--- config.mk ---
export PLATFORM = sky130hd
export DESIGN_NAME = axis_out_framer
export DESIGN_NICKNAME = d
export VERILOG_FILES = /design/src/rtl/axis_out_framer.sv
export SDC_FILE = /design/constraint.sdc
export NUM_CORES = 1
export LEC_CHECK = 0
export ABC_AREA = 1
export CAP_MARGIN = 10
export CORE_ASPECT_RATIO = 2
export CORE_MARGIN = 2
export CORE_UTILIZATION = 56
export CTS_CLUSTER_DIAMETER = 60
export DETAILED_ROUTE_END_ITERATION = 10
export MAX_ROUTING_LAYER = met4
export PLACE_DENSITY_LB_ADDON = 0.25
export SYNTH_ARGS = -nofsm -noshare
export SYNTH_HDL_FRONTEND = slang
export SYNTH_SLANG_ARGS = --single-unit
--- constraint.sdc ---
create_clock -name clk -period 3.44 [get_ports clk]
set_input_delay 0.688 -clock clk [delete_from_list [all_inputs] [get_ports clk]]
set_output_delay 0.688 -clock clk [all_outputs]
set_load 0.005 [all_outputs]
--- src/rtl/axis_out_framer.sv ---
// axis_out_framer: re-frames per-line AXI-Stream into SOF/EOF frames for S2MM DMA.
// Optional AXIS_FRAMER_STAT_EN adds stat_frames / stat_err_lines counters.
`timescale 1ns/1ps
module axis_out_framer #(
  parameter int AXIS_DATA_WIDTH = 32,
  parameter int DST_IMG_WIDTH   = 4096,
  parameter int DST_IMG_HEIGHT  = 2160
) (
  input  logic                         clk,
  input  logic                         rst_n,
  input  logic                         enable,
  input  logic                         s_axis_tvalid,
  output logic                         s_axis_tready,
  input  logic [AXIS_DATA_WIDTH-1:0]   s_axis_tdata,
  input  logic                         s_axis_tlast,
  output logic                         m_axis_tvalid,
  input  logic                         m_axis_tready,
  output logic [AXIS_DATA_WIDTH-1:0]   m_axis_tdata,
  output logic [AXIS_DATA_WIDTH/8-1:0] m_axis_tkeep,
  output logic                         m_axis_tuser,
  output logic                         m_axis_tlast,
  output logic                         frame_done,
  output logic                         err_len,
  input  logic                         err_clr
`ifdef AXIS_FRAMER_STAT_EN
  ,
  output logic [15:0]                  stat_frames,
  output logic [15:0]                  stat_err_lines
`endif
);

  localparam int DW = AXIS_DATA_WIDTH;
  localparam int W  = DST_IMG_WIDTH;
  localparam int H  = DST_IMG_HEIGHT;
  localparam int CW = (W > 1) ? $clog2(W) : 1;
  localparam int RW = (H > 1) ? $clog2(H) : 1;

  typedef enum logic [1:0] {IDLE, RUN, FLUSH, DONE} state_t;

  state_t        state, state_n;
  logic [CW-1:0] col;
  logic [RW-1:0] row;
  logic          out_v, skid_v, rdy;
  logic [DW+1:0] out_q, skid_q, in_beat;
  logic          push, pop;
  logic          col_end, beat_first, beat_last;
  logic          line_end, len_bad;
  logic [1:0]    occ_n;

  assign push       = s_axis_tvalid && rdy;
  assign pop        = out_v && m_axis_tready;
  assign col_end    = (col == CW'(W - 1));
  assign beat_first = (col == '0) && (row == '0);
  assign beat_last  = col_end && (row == RW'(H - 1));
  assign line_end   = s_axis_tlast || col_end;
  assign len_bad    = s_axis_tlast != col_end;
  assign in_beat    = {beat_first, beat_last, s_axis_tdata};
  assign occ_n      = 2'(out_v) + 2'(skid_v) + 2'(push) - 2'(pop);

  // frame sequencing: accept a frame, drain it, announce completion
  always_comb begin
    state_n = state;
    case (state)
      IDLE:    if (enable && !out_v && !skid_v) state_n = RUN;
      RUN:     if (push && beat_last) state_n = FLUSH;
      FLUSH:   if (pop && out_q[DW]) state_n = DONE;
      DONE:    state_n = IDLE;
      default: state_n = IDLE;
    endcase
  end

  // state register
  always_ff @(posedge clk) begin
    if (!rst_n) state <= IDLE;
    else        state <= state_n;
  end

  // registered ready: open only in RUN with a free slot next cycle
  always_ff @(posedge clk) begin
    if (!rst_n) rdy <= 1'b0;
    else        rdy <= (state_n == RUN) && (occ_n < 2'd2);
  end

  // two-entry skid buffer; out_q is the registered head
  always_ff @(posedge clk) begin
    if (!rst_n) begin
      out_v  <= 1'b0;
      skid_v <= 1'b0;
      out_q  <= '0;
      skid_q <= '0;
    end else if (pop) begin
      if (skid_v) begin
        out_q  <= skid_q;
        skid_v <= push;
        if (push) skid_q <= in_beat;
      end else begin
        out_v <= push;
        if (push) out_q <= in_beat;
      end
    end else if (push) begin
      if (!out_v) begin
        out_v <= 1'b1;
        out_q <= in_beat;
      end else begin
        skid_v <= 1'b1;
        skid_q <= in_beat;
      end
    end
  end

  // column/row position; bad line lengths still close the line
  always_ff @(posedge clk) begin
    if (!rst_n || state == DONE) begin
      col <= '0;
      row <= '0;
    end else if (push) begin
      if (line_end) begin
        col <= '0;
        row <= (row == RW'(H - 1)) ? '0 : row + 1'b1;
      end else begin
        col <= col + 1'b1;
      end
    end
  end

  // sticky length error; a new error wins over a clear
  always_ff @(posedge clk) begin
    if (!rst_n)              err_len <= 1'b0;
    else if (push && len_bad) err_len <= 1'b1;
    else if (err_clr)         err_len <= 1'b0;
  end

`ifdef AXIS_FRAMER_STAT_EN
  // frame count wraps, error-line count saturates
  always_ff @(posedge clk) begin
    if (!rst_n) begin
      stat_frames    <= '0;
      stat_err_lines <= '0;
    end else begin
      if (state == DONE) stat_frames <= stat_frames + 16'd1;
      if (push && len_bad && stat_err_lines != 16'hFFFF)
        stat_err_lines <= stat_err_lines + 16'd1;
    end
  end
`endif

  assign s_axis_tready = rdy;
  assign m_axis_tvalid = out_v;
  assign m_axis_tuser  = out_q[DW+1];
  assign m_axis_tlast  = out_q[DW];
  assign m_axis_tdata  = out_q[DW-1:0];
  assign m_axis_tkeep  = '1;
  assign frame_done    = (state == DONE);

endmodule

==> impl_metrics.ini <==
[status]
status = finished clean

[placed_design]
postPlaceCellArea_sq_mm = 0.00503
dpl_worst_slack_ns = 0.754
port_buffers = 76
hpwl_um = 6330
gp_congestion = 0.892

[flow_run]
max_cap_viol_count = 0

[cells_and_area]
antenna_cells = 0
num-fill-cells = 614
drive_gt1_frac = 0.0571
nNetsFinal = 689
syn2layout_area_growth_pct = 24.3
final_area_sq_mm = 0.00532

[global_routing]
antenna_found_initial = 0
grt_pass1_wl_um = 16100
grt_max_degree = 71
grt_usage = 0.249
grt_pass1_vias = 3590
grt_overflow = 0

[floorplanning]
die_x_um = 65.8
ios = 81
start_util = 0.572
coreArea_sq_mm = 0.00749
die_area_sq_mm = 0.00840
die_h_um = 128
num_rows = 45

[cts]
clk_pin_slew_ns = 0.07
cts_resized = 0
cts.sinks = 98
cts_htree_levels = 3
hold_buffers = 0
clockBufferDepth = 2
cts_root_buffer = clkbuf_16
numCtsBuffers = 9
cts_tree = done
clkLatencyLatePin_ns = 0.34
post-cts-setup-buffers = 0

[timing]
grt_setup_unrepaired = no
fmax_mhz = 404
finalCritPeriodShare = 0.719
clock_skew_ns = 0.00779
slew_headroom = 0.636
post-route-min-period_ns = 2.47
setup-violations-final = 0
finalSetupTns_ns = 0
slew_viol_final = 0
worstMarginPinSlew_ns = 0.547
final-hold-violation-count = 0
setup_ws_ns = 0.968

[yosys]
async_reset_ff_frac = 0
netlist_area_sq_mm = 0.00428
synth_adder_area_share = 0.0205
synth_compound_area_frac = 0.180
ys_seq_area_frac = 0.458
ys_warn_count = 0
synth.mux.area_fraction = 0
ys.flop_type = dfxtp_1
yosysMostFrequentCell = nand2_1
yosysUniqueCellTypes = 36
synthSimpleGateAreaFrac = 0.247
synth_top_family_by_area = simple AND/OR/NAND/NOR gates
syn_avg_cell_area_sq_um = 7.38
synth_xor_area_frac = 0.00818
synthCells = 580
synth_area_leaders = dfxtp_1 46%, nand2_1 10%, nor2_1 8.2%
synth_top_cell_by_area = dfxtp_1
synth_edf_count = 0
synthTopCellsByCount = 114 x nand2_1, 98 x dfxtp_1, 93 x nor2_1, 68 x o21ai_0, 45 x inv_1
ys_ff_latch = 98
yosysTopAreaCellShare = 0.458

[worst_setup_path]
cp-start-kind = flip-flop
crit_path_max_fanout = 7
crit_type = flip-flop to flip-flop
worst_ep_arrival_time_ns = 2.75
critPathCaptureType = flip-flop
cp_data_required_time_ns = 3.72
rr_worst_depth = 16

[drt]
drtIter0Drc = 342
viasPerCell = 5.34
num_vias = 3960
drt_drc_violations_left = 0
first_pass_iters = 5
postRouteAntennaNets = 0
wl_per_cell_um = 12.9
routed_wl_um = 9580

[power_and_ir_drop]
power_frac_clock = 0.395
powerDensity_mw_per_mm2 = 456
max-vdd-ir-drop_v = 0.000398
p_leak_uw = 0.00214
p_sw_uw = 583
sw_frac_of_total = 0.240
p_int_uw = 1840
p_seq_frac = 0.497
p_comb_frac = 0.108

[min_path]
hold_class = flip-flop to flip-flop
whs_path_depth = 2
==> layout make-up <==
class	count	area [sq um]	area share
clock inverters	5	45.0	0.00846
well taps	94	118	0.0221
flip-flops and latches	98	1960	0.369
multi-input cells	404	1970	0.370
clock buffers	11	243	0.0456
repair buffers	80	798	0.150
inverters	50	190	0.0357
==> placed cells by master (no fill, tap or decap), drive strengths merged, types with 7 or more instances in the layout <==
master	instances
nand2	119
dfxtp	98
nor2	98
o21ai	80
clkdlybuf4s50	75
inv	53
a31oi	33
a21oi	22
nand3	11
clkbuf	11
nand4	10
nor3	8
ha	7
==> critical path: stages (launching register included) <==
cell,delay (ns)
dfxtp_1,0.37
ha_1,0.21
nand2_1,0.07
nor2_1,0.13
nand2_1,0.09
nor2_1,0.29
inv_1,0.08
ha_1,0.25
nor2_8,0.20
inv_2,0.06
nor2_2,0.12
nand2_1,0.14
nor2_2,0.14
nand2_1,0.08
nand2_1,0.06
nand2_1,0.04
nor2_1,0.08
==> cell families after synthesis <==
group / after synthesis
other: 1
AND/OR/NAND/NOR: 248
XOR/XNOR: 4
adder cells (fa/ha/maj): 7
AO/OA/AOI/OAI: 141
buffers and inverters: 81
flip-flops: 98
==> state kept, by name, summed over array words and instances (netlist names) <==
| signal | flops |
|---|---|
| skid_q | 34 |
| s_axis_tready | 1 |
| m_axis_tvalid | 1 |
| out_q | 34 |
| state | 2 |
| skid_v | 1 |
| col | 12 |
| err_len | 1 |
| row | 12 |
==> per-layer routing <==
layer	track usage	wire, um	vias to the layer above	part of all wire
met3	0.0440	511	10	0.053
met5	-	0	-	0
li1	-	-	2035	-
met2	0.390	4630	120	0.48
met1	0.317	4310	1795	0.45
met4	0.0956	131	0	0.014
==> per-stage QoR <==
step / cells / hold WS (ns) / util / total power [uW]
2_1_floorplan: 583 / 0.439 / - / 1360
4_1_cts: 742 / 0.466 / 0.711 / 2440
5_1_grt: 742 / 0.487 / 0.711 / 2530
6_report: 742 / 0.467 / 0.711 / 2420
3_3_place_gp: 726 / 0.447 / 0.672 / 1490
3_5_place_dp: 726 / 0.456 / 0.672 / 1490
==> power by group through the flow <==
stage | registers (uW) | clock network (uW) | logic (uW)
6_report | 1200 | 957 | 263
5_1_grt | 1210 | 1030 | 292
4_1_cts | 1200 | 974 | 264
3_5_place_dp | 1230 | 0 | 261
3_3_place_gp | 1230 | 0 | 257
2_1_floorplan | 1230 | 0 | 127
==> final timing paths <==
| kind | from | to | slack (ns) |
|---|---|---|---|
| worst min-delay path | row[9] | row[9] | 0.47 |
| worst max-delay path | col[1] | row[11] | 0.97 |
| worst min register to register | row[9] | row[9] | 0.47 |
| worst max register to register | col[1] | row[11] | 0.97 |
Power figures use the tool's default switching activity.
